--- src/rtl/simprisc_mem_arbiter_if.sv ---
// Request/response bundle shared by the IF front end, the LS front end and
// the memory port. The arbiter takes the slave view; the environment
// (front ends plus memory model) takes the master view.
interface simprisc_mem_arbiter_if #(
   parameter int unsigned AW = 32,
   parameter int unsigned DW = 32
);
   // instruction-fetch requester
   logic            if_req_valid;
   logic            if_req_ready;
   logic [AW-1:0]   if_addr;
   logic            if_rsp_valid;
   logic [DW-1:0]   if_rsp_data;
   logic            if_rsp_err;
   // load/store requester
   logic            ls_req_valid;
   logic            ls_req_ready;
   logic [AW-1:0]   ls_addr;
   logic            ls_we;
   logic [DW-1:0]   ls_wdata;
   logic [DW/8-1:0] ls_wstrb;
   logic            ls_rsp_valid;
   logic [DW-1:0]   ls_rsp_data;
   logic            ls_rsp_err;
   // memory port
   logic            mem_req_valid;
   logic            mem_req_ready;
   logic [AW-1:0]   mem_addr;
   logic            mem_we;
   logic [DW-1:0]   mem_wdata;
   logic [DW/8-1:0] mem_wstrb;
   logic            mem_rsp_valid;
   logic [DW-1:0]   mem_rsp_data;
   logic            mem_rsp_err;

   modport slave (
      input  if_req_valid, if_addr,
      output if_req_ready, if_rsp_valid, if_rsp_data, if_rsp_err,
      input  ls_req_valid, ls_addr, ls_we, ls_wdata, ls_wstrb,
      output ls_req_ready, ls_rsp_valid, ls_rsp_data, ls_rsp_err,
      output mem_req_valid, mem_addr, mem_we, mem_wdata, mem_wstrb,
      input  mem_req_ready, mem_rsp_valid, mem_rsp_data, mem_rsp_err
   );

   modport master (
      output if_req_valid, if_addr,
      input  if_req_ready, if_rsp_valid, if_rsp_data, if_rsp_err,
      output ls_req_valid, ls_addr, ls_we, ls_wdata, ls_wstrb,
      input  ls_req_ready, ls_rsp_valid, ls_rsp_data, ls_rsp_err,
      input  mem_req_valid, mem_addr, mem_we, mem_wdata, mem_wstrb,
      output mem_req_ready, mem_rsp_valid, mem_rsp_data, mem_rsp_err
   );
endinterface

--- src/rtl/simprisc_mem_arbiter.sv ---
// Single-port memory arbiter between instruction fetch (read-only) and
// load/store. One transaction in flight; LS wins contests unless IF has been
// passed over STARVE_LIMIT times in a row. WAIT gives up after TIMEOUT cycles.
module simprisc_mem_arbiter #(
   parameter int unsigned AW           = 32,
   parameter int unsigned DW           = 32,
   parameter int unsigned STARVE_LIMIT = 4,
   parameter int unsigned TIMEOUT      = 64
) (
   input  logic                   clk,
   input  logic                   rst_n,
   simprisc_mem_arbiter_if.slave  bus,
   output logic                   busy,
   output logic                   stray_rsp
);
   localparam int unsigned SW = (STARVE_LIMIT > 0) ? $clog2(STARVE_LIMIT + 1) : 1;
   localparam int unsigned TW = (TIMEOUT > 1) ? $clog2(TIMEOUT) : 1;
   localparam logic [SW-1:0] STARVE_MAX = SW'(STARVE_LIMIT);
   localparam logic [TW-1:0] TMO_LAST   = TW'(TIMEOUT - 1);

   typedef enum logic [1:0] {S_IDLE, S_ISSUE, S_WAIT} state_t;

   state_t          state, state_nxt;
   logic            grant_if, grant_ls;
   logic            rsp_take, tmo_fire;

   logic            owner_ls;
   logic [AW-1:0]   addr_q;
   logic            we_q;
   logic [DW-1:0]   wdata_q;
   logic [DW/8-1:0] wstrb_q;
   logic [SW-1:0]   starve_cnt;
   logic [TW-1:0]   tmo_cnt;

   logic            if_rsp_valid_q, ls_rsp_valid_q;
   logic [DW-1:0]   if_rsp_data_q, ls_rsp_data_q;
   logic            if_rsp_err_q, ls_rsp_err_q;
   logic            stray_q;

   // State register
   always_ff @(posedge clk or negedge rst_n) begin
      if (!rst_n) state <= S_IDLE;
      else        state <= state_nxt;
   end

   // Grant selection and next-state; ready is gated by rst_n so it reads 0 during reset
   always_comb begin
      state_nxt = state;
      grant_if  = 1'b0;
      grant_ls  = 1'b0;
      rsp_take  = 1'b0;
      tmo_fire  = 1'b0;
      case (state)
         S_IDLE: begin
            if (rst_n) begin
               if (bus.if_req_valid && bus.ls_req_valid) begin
                  if (starve_cnt == STARVE_MAX) grant_if = 1'b1;
                  else                          grant_ls = 1'b1;
               end else if (bus.if_req_valid) begin
                  grant_if = 1'b1;
               end else if (bus.ls_req_valid) begin
                  grant_ls = 1'b1;
               end
            end
            if (grant_if || grant_ls) state_nxt = S_ISSUE;
         end
         S_ISSUE: begin
            if (bus.mem_req_ready) state_nxt = S_WAIT;
         end
         S_WAIT: begin
            rsp_take = bus.mem_rsp_valid;
            tmo_fire = !bus.mem_rsp_valid && (tmo_cnt == TMO_LAST);
            if (rsp_take || tmo_fire) state_nxt = S_IDLE;
         end
         default: state_nxt = S_IDLE;
      endcase
   end

   // Request latch, starvation/timeout counters, registered responses, stray flag
   always_ff @(posedge clk or negedge rst_n) begin
      if (!rst_n) begin
         owner_ls       <= 1'b0;
         addr_q         <= '0;
         we_q           <= 1'b0;
         wdata_q        <= '0;
         wstrb_q        <= '0;
         starve_cnt     <= '0;
         tmo_cnt        <= '0;
         if_rsp_valid_q <= 1'b0;
         if_rsp_data_q  <= '0;
         if_rsp_err_q   <= 1'b0;
         ls_rsp_valid_q <= 1'b0;
         ls_rsp_data_q  <= '0;
         ls_rsp_err_q   <= 1'b0;
         stray_q        <= 1'b0;
      end else begin
         if_rsp_valid_q <= 1'b0;
         if_rsp_data_q  <= '0;
         if_rsp_err_q   <= 1'b0;
         ls_rsp_valid_q <= 1'b0;
         ls_rsp_data_q  <= '0;
         ls_rsp_err_q   <= 1'b0;

         if (grant_if || grant_ls) begin
            owner_ls <= grant_ls;
            addr_q   <= grant_ls ? bus.ls_addr : bus.if_addr;
            we_q     <= grant_ls && bus.ls_we;
            wdata_q  <= grant_ls ? bus.ls_wdata : '0;
            wstrb_q  <= (grant_ls && bus.ls_we) ? bus.ls_wstrb : '0;
            if (grant_if)
               starve_cnt <= '0;
            else if (bus.if_req_valid && starve_cnt != STARVE_MAX)
               starve_cnt <= starve_cnt + 1'b1;
         end

         if (state == S_ISSUE && bus.mem_req_ready) tmo_cnt <= '0;
         else if (state == S_WAIT)                  tmo_cnt <= tmo_cnt + 1'b1;

         if (rsp_take) begin
            if (owner_ls) begin
               ls_rsp_valid_q <= 1'b1;
               ls_rsp_data_q  <= we_q ? '0 : bus.mem_rsp_data;
               ls_rsp_err_q   <= bus.mem_rsp_err;
            end else begin
               if_rsp_valid_q <= 1'b1;
               if_rsp_data_q  <= bus.mem_rsp_data;
               if_rsp_err_q   <= bus.mem_rsp_err;
            end
         end else if (tmo_fire) begin
            if (owner_ls) begin
               ls_rsp_valid_q <= 1'b1;
               ls_rsp_err_q   <= 1'b1;
            end else begin
               if_rsp_valid_q <= 1'b1;
               if_rsp_err_q   <= 1'b1;
            end
         end

         if (bus.mem_rsp_valid && state != S_WAIT) stray_q <= 1'b1;
      end
   end

   assign bus.if_req_ready  = grant_if;
   assign bus.ls_req_ready  = grant_ls;
   assign bus.if_rsp_valid  = if_rsp_valid_q;
   assign bus.if_rsp_data   = if_rsp_data_q;
   assign bus.if_rsp_err    = if_rsp_err_q;
   assign bus.ls_rsp_valid  = ls_rsp_valid_q;
   assign bus.ls_rsp_data   = ls_rsp_data_q;
   assign bus.ls_rsp_err    = ls_rsp_err_q;
   assign bus.mem_req_valid = (state == S_ISSUE);
   assign bus.mem_addr      = addr_q;
   assign bus.mem_we        = we_q;
   assign bus.mem_wdata     = wdata_q;
   assign bus.mem_wstrb     = wstrb_q;
   assign busy              = (state != S_IDLE);
   assign stray_rsp         = stray_q;
endmodule
--- src/flat_wrapper.sv ---
// flat-port wrapper written by rule: the top's interface ports become plain ports
module simprisc_mem_arbiter_flat 
#(
   parameter int unsigned AW           = 32,
   parameter int unsigned DW           = 32,
   parameter int unsigned STARVE_LIMIT = 4,
   parameter int unsigned TIMEOUT      = 64
)
  (clk, rst_n, busy, stray_rsp, bus_if_req_valid, bus_if_addr, bus_if_req_ready, bus_if_rsp_valid, bus_if_rsp_data, bus_if_rsp_err, bus_ls_req_valid, bus_ls_addr, bus_ls_we, bus_ls_wdata, bus_ls_wstrb, bus_ls_req_ready, bus_ls_rsp_valid, bus_ls_rsp_data, bus_ls_rsp_err, bus_mem_req_valid, bus_mem_addr, bus_mem_we, bus_mem_wdata, bus_mem_wstrb, bus_mem_req_ready, bus_mem_rsp_valid, bus_mem_rsp_data, bus_mem_rsp_err);
  simprisc_mem_arbiter_if #(.AW(AW), .DW(DW)) bus_i ();
  input  logic clk;
  input  logic rst_n;
  output logic busy;
  output logic stray_rsp;
  input wire logic [$bits(bus_i.if_req_valid)-1:0] bus_if_req_valid;
  input wire logic [$bits(bus_i.if_addr)-1:0] bus_if_addr;
  output wire logic [$bits(bus_i.if_req_ready)-1:0] bus_if_req_ready;
  output wire logic [$bits(bus_i.if_rsp_valid)-1:0] bus_if_rsp_valid;
  output wire logic [$bits(bus_i.if_rsp_data)-1:0] bus_if_rsp_data;
  output wire logic [$bits(bus_i.if_rsp_err)-1:0] bus_if_rsp_err;
  input wire logic [$bits(bus_i.ls_req_valid)-1:0] bus_ls_req_valid;
  input wire logic [$bits(bus_i.ls_addr)-1:0] bus_ls_addr;
  input wire logic [$bits(bus_i.ls_we)-1:0] bus_ls_we;
  input wire logic [$bits(bus_i.ls_wdata)-1:0] bus_ls_wdata;
  input wire logic [$bits(bus_i.ls_wstrb)-1:0] bus_ls_wstrb;
  output wire logic [$bits(bus_i.ls_req_ready)-1:0] bus_ls_req_ready;
  output wire logic [$bits(bus_i.ls_rsp_valid)-1:0] bus_ls_rsp_valid;
  output wire logic [$bits(bus_i.ls_rsp_data)-1:0] bus_ls_rsp_data;
  output wire logic [$bits(bus_i.ls_rsp_err)-1:0] bus_ls_rsp_err;
  output wire logic [$bits(bus_i.mem_req_valid)-1:0] bus_mem_req_valid;
  output wire logic [$bits(bus_i.mem_addr)-1:0] bus_mem_addr;
  output wire logic [$bits(bus_i.mem_we)-1:0] bus_mem_we;
  output wire logic [$bits(bus_i.mem_wdata)-1:0] bus_mem_wdata;
  output wire logic [$bits(bus_i.mem_wstrb)-1:0] bus_mem_wstrb;
  input wire logic [$bits(bus_i.mem_req_ready)-1:0] bus_mem_req_ready;
  input wire logic [$bits(bus_i.mem_rsp_valid)-1:0] bus_mem_rsp_valid;
  input wire logic [$bits(bus_i.mem_rsp_data)-1:0] bus_mem_rsp_data;
  input wire logic [$bits(bus_i.mem_rsp_err)-1:0] bus_mem_rsp_err;
  assign bus_i.if_req_valid = bus_if_req_valid;
  assign bus_i.if_addr = bus_if_addr;
  assign bus_if_req_ready = bus_i.if_req_ready;
  assign bus_if_rsp_valid = bus_i.if_rsp_valid;
  assign bus_if_rsp_data = bus_i.if_rsp_data;
  assign bus_if_rsp_err = bus_i.if_rsp_err;
  assign bus_i.ls_req_valid = bus_ls_req_valid;
  assign bus_i.ls_addr = bus_ls_addr;
  assign bus_i.ls_we = bus_ls_we;
  assign bus_i.ls_wdata = bus_ls_wdata;
  assign bus_i.ls_wstrb = bus_ls_wstrb;
  assign bus_ls_req_ready = bus_i.ls_req_ready;
  assign bus_ls_rsp_valid = bus_i.ls_rsp_valid;
  assign bus_ls_rsp_data = bus_i.ls_rsp_data;
  assign bus_ls_rsp_err = bus_i.ls_rsp_err;
  assign bus_mem_req_valid = bus_i.mem_req_valid;
  assign bus_mem_addr = bus_i.mem_addr;
  assign bus_mem_we = bus_i.mem_we;
  assign bus_mem_wdata = bus_i.mem_wdata;
  assign bus_mem_wstrb = bus_i.mem_wstrb;
  assign bus_i.mem_req_ready = bus_mem_req_ready;
  assign bus_i.mem_rsp_valid = bus_mem_rsp_valid;
  assign bus_i.mem_rsp_data = bus_mem_rsp_data;
  assign bus_i.mem_rsp_err = bus_mem_rsp_err;
  simprisc_mem_arbiter #(.AW(AW), .DW(DW), .STARVE_LIMIT(STARVE_LIMIT), .TIMEOUT(TIMEOUT)) u_core (.clk(clk), .rst_n(rst_n), .bus(bus_i), .busy(busy), .stray_rsp(stray_rsp));
endmodule
--- config.mk ---
export PLATFORM = sky130hd
export DESIGN_NAME = simprisc_mem_arbiter_flat
export DESIGN_NICKNAME = d
export VERILOG_FILES = /design/src/rtl/simprisc_mem_arbiter_if.sv /design/src/rtl/simprisc_mem_arbiter.sv /design/src/flat_wrapper.sv
export SDC_FILE = /design/constraint.sdc
export NUM_CORES = 1
export LEC_CHECK = 0
export BUFFER_PORTS_ARGS = -buffer_cell sky130_fd_sc_hd__clkbuf_2
export CAP_MARGIN = 25
export CORE_ASPECT_RATIO = 1.5
export CORE_MARGIN = 4
export CORE_UTILIZATION = 25
export CTS_CLUSTER_SIZE = 14
export DETAILED_ROUTE_END_ITERATION = 10
export SETUP_SLACK_MARGIN = 0.2
export SYNTH_ARGS = -nofsm -noshare
export SYNTH_HDL_FRONTEND = slang
export SYNTH_SLANG_ARGS = --single-unit
export TNS_END_PERCENT = 1
--- constraint.sdc ---
create_clock -name clk -period 1.8 [get_ports clk]
set_input_delay 0.09 -clock clk [delete_from_list [all_inputs] [get_ports clk]]
set_output_delay 0.09 -clock clk [all_outputs]
set_load 0.05 [all_outputs]
# After elaboration in Yosys (flattened, before gate mapping)
# Index checks and enable logic that the tools add are counted.
# totals
elab_cells	83
ff_bits	150
inputBits	140
# classes
n_reduce_logical	16
n_addsub	2
n_eq_ne	9
mux	41
# ops
operator	count
2-to-1 mux 32 bit	7
2-to-1 mux 1 bit	25
2-to-1 mux 6 bit	2
adder 6 x 1 -> 6 bit, second input constant	1
== test 6 bit, second input constant	1
logical AND 1 bit	6
2-to-1 mux 2 bit	3
2-to-1 mux 3 bit	2
inequality test 2 x 1 -> 1 bit, second input constant	3
case mux 2 bit (3 select lines)	1
nonzero test 2 bit	3
2-to-1 mux 4 bit	1
adder 3 x 1 -> 3 bit, second input constant	1
== test 3 bit, second input constant	1
logical OR 1 bit	3
inequality test 3 bit, second input constant	1
AND reduction 3 bit	1
== test 2 x 1 -> 1 bit, second input constant	1
== test 2 bit, second input constant	1
logical NOT 2 bit	1
inequality test 2 bit, second input constant	1
AND reduction 2 bit	1
logical NOT 1 bit	1

# Depth between registers and ports, before layout
# Gate-level depths: netlist (run 1).
# logic_depth
depth_word	8
depth_mapped	7
ltp_nobuf	5

# Worst setup path before layout (run 1)
# OpenSTA, ideal clock, no wires.
# synth_timing
path_kind	register to output
start	reg u_core.state[0]
end	out bus_if_req_ready
path_slack_ns	-0.057
t_arrival_ns	1.767
stages_incl_launch_ff	5
path_cell_list	dfrtp_1 > nor2_4 > inv_2 > clkbuf_1 > nor2_1
# synth_between
elab_chain_len	2
# synth_rtl
item	line_no	source
from (decl)	simprisc_mem_arbiter.sv:23	state_t state, state_nxt;
from (signal assigned)	simprisc_mem_arbiter.sv:43	else state <= state_nxt;
logical NOT 2 bit	simprisc_mem_arbiter.sv:53	case (state)
2-to-1 mux 1 bit	simprisc_mem_arbiter.sv:53	
to (decl)	flat_wrapper.sv:17	output wire logic [$bits(bus_i.if_req_ready)-1:0] bus_if_req_ready;
# Every way passes these cells.

# Final worst setup path (run 1)
# layout_timing
start	reg u_core.starve_cnt[0]
end	out bus_if_req_ready
# layout_between
elab_chain_len	6
# layout_rtl
item	line_no	source
from (decl)	simprisc_mem_arbiter.sv:32	logic [SW-1:0] starve_cnt;
from (signal assigned)	simprisc_mem_arbiter.sv:113	starve_cnt <= starve_cnt + 1'b1;
== test 3 bit	simprisc_mem_arbiter.sv:57	if (starve_cnt == STARVE_MAX) grant_if = 1'b1;
2-to-1 mux 1 bit	simprisc_mem_arbiter.sv:57	
2-to-1 mux 1 bit	simprisc_mem_arbiter.sv:56	if (bus.if_req_valid && bus.ls_req_valid) begin
2-to-1 mux 1 bit	simprisc_mem_arbiter.sv:55	if (rst_n) begin
2-to-1 mux 1 bit (2 in series)	simprisc_mem_arbiter.sv:53	
# Every way passes these cells. The select of a mux whose other input is x is not followed.

==> results.md, run 1 <==
* Die area at 25700 um^2
* Core ar. at 22900 um^2
* Final Cycle Share at 0.940
* I/O pins at 282
* Critical-path cell list: inv_2, ha_4, a21bo_4, nand3_4, buf_12, nor2_4, buf_8
* Hold violation count in the final report at 0
* Die height at 194 um
* Status: finished, final reports clean
* TritonCTS clock tree: built
* Synth Register Bits at 150
* Die span in x at 132 um
* Final Util at 0.425
* Min Tclk post-route at 1.69 ns
* Leading area contributor after synthesis: dfrtp_1
* H-tree depth at 4
* Post-route ant nets at 0
* Synth Area in Simple Gates at 0.146
* Worst slew pin tran at 0.777 ns
* Crit. End Element: output port
* Area Overhead vs Synth at 67.8%
* First DRT Iteration DRCs at 232
* Main combinational cell family by area after synthesis: compound AO/OA/AOI/OAI gates
* Routed length per instance at 16.5 um
* Normalized max-slew margin at 0.482
* Routability Congestion at 0.814
* Root Buffer: clkbuf_16
* Max-cap violations at 0
* Row count at 68
* Drt first pass iters at 8
* Total congestion overflow at 0
* Yosys Warn Count at 0
* # clock sinks at 150
* Mean Syn Cell Area at 12.0 um^2
* Post-synth top area share at 0.648
* Adder-cell share of the synthesized area at 0.00648
* Final wirelength at 20000 um
* Ant diodes at 0
* Max incr delay on CP at 0.39 ns
* Worst skew pair latency at 0.43 ns
* Worst-path maximum fanout at 2
* Vias per Instance at 4.58
* TNS Setup at 0 ns
* Post-synthesis cell area at 5790 um^2
* Post-synthesis compound-gate area fraction at 0.161
* PortBufs at 281
* Cell variety after synth at 38
* Syn Inst Count at 484
* Power per cell area at 1370 nW/um^2
* Largest cells by area after synthesis: dfrtp_1, and2_1, a22o_1, o221ai_1, nand2_1
* Final setup viols at 0
* Register area at 3750 um^2
* Slowest CP cell: dfrtp_1
* Synthesized net count at 627
* Multiplexer area fraction after synthesis at 0.00389
* Critical path class: register to output port
* Total CTS buffers at 17
* Initial antenna violation count at 0
* Number of global-route vias before repair at 5977
* Critical Path RT at 1.71 ns
* Area occupied by multi-input gates at 1890 um^2
* Worst-path clk slew at 0.07 ns
* Fillers at 2135
* First-pass GRT wire length at 32000 um
* RSZ-0062 raised after global routing: true
* Starting Density at 0.253
* Most common library cell in the layout ignoring fill and taps: clkbuf_2
* Hold WC Path Type: primary input to register
* Nets@finish at 1056
* Sequential fraction of the synthesis area at 0.648
* All-Layer GR Usage at 0.157
* Leak at 5.00 nW
* Pin count of the biggest net entering global routing at 62
* XOR/XNOR Fraction of Synth Area at 0
* Detailed-route via count at 5529
* Detailed placement HPWL at 12800 um
* Critical Path AT at 1.60 ns
* Clock buffer depth at 2
* Layout cells sized above 1 at 0.386
* Commonest non-fill, non-tap cells in the layout: clkbuf_2, dfrtp_1, dlygate4sd3_1
* FMAX at 591 MHz
* Drt drc at 0
* Pins Over Slew Limit at 0
* Maximum vdd drop at 0.000684 V
* Setup Skew at 0.0106 ns
* Critical Path Source Type: register
-- cells by family (layout without fill, tap and decap cells) --
| logic type | Yosys count | count (layout) |
|---|---|---|
| buf+inv | 41 | 483 |
| fa+ha+maj | 3 | 3 |
| compound gates | 123 | 123 |
| flops | 150 | 150 |
| mux | 2 | 2 |
| simple gates | 165 | 165 |
-- metrics by stage --
stage / power [W] / hold WS [ns] / cells / instance area, um^2 / setup slack (ns)
2_1_floorplan: 0.00804 / -0.206 / 484 / 5800 / 0.155
3_3_place_gp: 0.00941 / -0.0953 / 1027 / 7600 / 0.240
3_5_place_dp: 0.00947 / -0.0945 / 1027 / 7600 / 0.222
4_1_cts: 0.0134 / 0.0282 / 1202 / 9690 / 0.0617
5_1_grt: 0.0140 / 0.0333 / 1206 / 9720 / 0.0167
6_report: 0.0133 / 0.0350 / 1206 / 9720 / 0.108
-- report_power, final --
| part | switching, W | internal, W |
|---|---|---|
| clock network | 0.00153 | 0.00198 |
| logic | 0.00375 | 0.00154 |
| registers | 0.000441 | 0.00408 |
| total | 0.00572 | 0.00760 |
-- state kept, by name, summed over array words and instances (netlist names), 2 cells and up --
name                    count
u_core.bus.if_rsp_data     32
u_core.bus.ls_rsp_data     32
u_core.bus.mem_addr        32
u_core.bus.mem_wdata       32
u_core.bus.mem_wstrb        4
u_core.starve_cnt           3
u_core.state                2
u_core.tmo_cnt              6
-- worst max-delay path, delay by kind of cell (launching register included) --
family | cells | cell delay [ns]
flops | 1 | 0.39
compound gates | 1 | 0.13
buf+inv | 3 | 0.37
fa+ha+maj | 1 | 0.13
simple gates | 2 | 0.16
-- per-layer routing --
layer,vias to the layer above,part of all wire,track usage
met2,242,0.52,0.271
met5,-,0,0
met4,0,0.043,0.0871
met1,2653,0.38,0.173
li1,2576,-,-
met3,58,0.060,0.0463
-- worst paths after layout --
check,from,endpoint,cells past startpoint,slack [ns]
setup / recovery,u_core.starve_cnt[0],bus_if_req_ready,7,0.11
hold / removal,bus_ls_we,u_core.bus.mem_we,2,0.03
setup reg to reg,u_core.starve_cnt[0],u_core.bus.mem_wdata[6],7,0.16
hold reg to reg,u_core.stray_rsp,u_core.stray_rsp,1,0.47
max in group asynchronous,rst_n,u_core.bus.if_rsp_data[10],3,0.76
min in group asynchronous,rst_n,u_core.bus.if_rsp_err,2,0.07
-- synth_stat cells (all sizes together) --
library cell and count:
a211oi 2, a21bo 1, a21boi 1, a21o 1, a21oi 3, a221oi 3
a22o 36, a31oi 3, a32o 4, a41o 1, and2 66, and3 1
and4 3, buf 13, clkbuf 22, dfrtp 150, ha 3, inv 6
mux2 2, nand2 70, nand2b 2, nand3 5, nand3b 1, nor2 8
nor2b 3, nor3 5, o2111ai 1, o21ai 34, o221ai 32, o22ai 1
or2 1
-- cell type report --
cell class | instances | share of cell area
well taps | 280 | 0.0360
multi-input cells | 293 | 0.195
flip-flops and latches | 150 | 0.386
inverters | 6 | 0.00232
clock buffers | 18 | 0.0452
repair buffers | 445 | 0.321
clock inverters | 14 | 0.0145
-- timing repair --
item | 4_1_cts | 5_1_grt
cloned | 2 | 0
buffers inserted | 6 | 4
hold buffers | 135 | 0
endpoints found under the setup margin | 4 | 70
resized for setup | 13 | 1
hold endpoints to repair | 285 | 0
pin swaps | 3 | 0
No activity file was read; power rests on OpenSTA's default activity.
==> run 2: changes to the inputs <==
==> constraint.sdc (replaced) <==
create_clock -name clk -period 2.07 [get_ports clk]
set_input_delay 0.1035 -clock clk [delete_from_list [all_inputs] [get_ports clk]]
set_output_delay 0.1035 -clock clk [all_outputs]
set_load 0.05 [all_outputs]
==> results.md, run 2 (same netlist as run 1, synthesis figures left out) <==
* Area Overhead vs Synth at 68.0%
* Post-route ant nets at 0 (unchanged)
* Most common library cell in the layout ignoring fill and taps: clkbuf_2
* Routability Congestion at 0.836 (+2.7%)
* Number of global-route vias before repair at 6091 (+1.9%)
* Clk pwr share at 0.266 (+0.002)
* Normalized max-slew margin at 0.447 (-0.0349)
* Pin count of the biggest net entering global routing at 65 (+4.8%)
* Commonest non-fill, non-tap cells in the layout: clkbuf_2, dfrtp_1, dlygate4sd3_1
* Slowest CP cell: dfrtp_1
* # clock sinks at 150 (unchanged)
* Starting Density at 0.253 (unchanged)
* First-pass GRT wire length at 32700 um (+2.0%)
* PortBufs at 281 (unchanged)
* Min Tclk post-route at 1.80 ns
* Drt first pass iters at 5 (-3)
* Fillers at 2099 (-1.7%)
* PnR worst setup slack at 0.273 ns (+0.165 ns)
* H-tree depth at 4 (unchanged)
* All-Layer GR Usage at 0.161 (+0.00374)
* Leak at 5.02 nW (+0.31%)
* Initial antenna violation count at 0 (unchanged)
* FMAX at 556 MHz
* Max-cap violations at 0 (unchanged)
* Die height at 194 um (unchanged)
* Final Util at 0.425 (+0.000602)
* Routed length per instance at 17.1 um (+3.6%)
* TritonCTS clock tree: built
* Core ar. at 22900 um^2 (unchanged)
* Worst slew pin tran at 0.829 ns (+0.0523 ns)
* Total power at 0.0118 W (-11%)
* Setup Skew at 0.00836 ns (-0.00219 ns)
* Register area at 3750 um^2 (about the same)
* Critical path class: register to output port
* Ant diodes at 0 (unchanged)
* Drt drc at 0 (unchanged)
* Worst-path maximum fanout at 2 (unchanged)
* Critical Path Source Type: register
* Final Cycle Share at 0.868
* Critical Path AT at 1.69 ns (+0.09 ns)
* Critical-path cell list: inv_2, ha_2, a21bo_4, nand3_4, buf_12, nor2_4, buf_8
* Final setup viols at 0 (unchanged)
* Hold violation count in the final report at 0 (unchanged)
* Max incr delay on CP at 0.39 ns (about the same)
* Sw Ratio at 0.422 (-0.00768)
* Logic pwr share at 0.402 (+0.005)
* Pins Over Slew Limit at 0 (unchanged)
* Die span in x at 132 um (unchanged)
* Area occupied by multi-input gates at 1880 um^2 (-0.53%)
* Non-filler cells, final at 1201 (-0.41%)
* Die area at 25700 um^2 (unchanged)
* Register share of total power at 0.332 (-0.007)
* Worst skew pair latency at 0.42 ns (about the same)
* P_int at 0.00683 W (-10%)
* Total congestion overflow at 0 (unchanged)
* Psw at 0.00498 W (-13%)
* Crit. End Element: output port
* Worst-path clk slew at 0.06 ns (about the same)
* TNS Setup at 0 ns (unchanged)
* Nets@finish at 1052 (-0.38%)
* Pre-CTS WS at 0.422 ns (+0.200 ns)
* Root Buffer: clkbuf_16
* Cell total after placement at 1024 (-0.29%)
* Clock buffer depth at 2 (unchanged)
* Row count at 68 (unchanged)
* Critical Path RT at 1.97 ns (+0.26 ns)
* Maximum vdd drop at 0.000564 V (-18%)
* Power per cell area at 1210 nW/um^2 (-11%)
* First DRT Iteration DRCs at 443 (+91%)
* Detailed-route via count at 5607 (+1.4%)
* Layout cells sized above 1 at 0.380 (-0.00551)
* Hold WC Path Type: primary input to register
* Total CTS buffers at 17 (unchanged)
* I/O pins at 282 (unchanged)
* Final wirelength at 20600 um (+3.2%)
* Status: finished, final reports clean
* Vias per Instance at 4.67 (+1.8%)
* RSZ-0062 raised after global routing: true
* Detailed placement HPWL at 12900 um (+0.56%)
-- run 2: metal layers --
metal | vias up | track usage | part of all wire
met2 | 272 | 0.275 | 0.52
li1 | 2564 | - | -
met1 | 2689 | 0.173 | 0.37
met3 | 82 | 0.0461 | 0.055
met4 | 0 | 0.104 | 0.055
met5 | - | 0 | 0
-- run 2: final timing paths --
path | startpoint | endpoint | slack, ns | cells after the start
max | u_core.starve_cnt[0] | bus_if_req_ready | 0.27 | 7
min | bus_ls_we | u_core.bus.mem_we | 0.03 | 2
max reg2reg | u_core.starve_cnt[0] | u_core.bus.mem_wstrb[1] | 0.36 | 7
min reg2reg | u_core.stray_rsp | u_core.stray_rsp | 0.46 | 1
max in group asynchronous | rst_n | u_core.bus.ls_rsp_data[19] | 0.96 | 3
min in group asynchronous | rst_n | u_core.starve_cnt[2] | 0.40 | 3
-- run 2: what timing repair did --
item                                    CTS  global route
gates resized for setup                  10             5
cloned                                    4             0
endpoints found under the setup margin    2             3
buffers inserted                          4             3
pin swaps                                 2             1
endpoints found under the hold margin   284             0
hold buffers                            135             0
-- run 2: layout make-up --
| class | instances | area share |
|---|---|---|
| tap | 280 | 0.0360 |
| clock buffer | 19 | 0.0465 |
| clock inverter | 12 | 0.0147 |
| sequential | 150 | 0.386 |
| inverter | 6 | 0.00231 |
| timing repair buffer | 441 | 0.321 |
| multi-input combinational | 293 | 0.193 |
-- run 2: power groups by stage --
stage | logic, W | clock network (W) | registers (W)
floorplan | 0.00111 | 0 | 0.00588
global placement | 0.00422 | 0 | 0.00396
detailed placement | 0.00426 | 0 | 0.00396
CTS | 0.00469 | 0.00324 | 0.00392
global route | 0.00499 | 0.00335 | 0.00401
finish | 0.00474 | 0.00314 | 0.00392
-- run 2: through the flow --
stage | instance area, um^2 | hold WS, ns
3_3_place_gp | 7550 | 0.211
4_1_cts | 9690 | 0.0105
5_1_grt | 9730 | 0.0353
2_1_floorplan | 5800 | -0.192
3_5_place_dp | 7550 | 0.207
6_report | 9730 | 0.0265
-- run 2: critical path: cells and delay by family, from the launching register on --
family          cells  cell delay (ns)
compound gates      1             0.14
flops               1             0.39
buf+inv             3             0.37
simple gates        2             0.17
fa+ha+maj           1             0.19
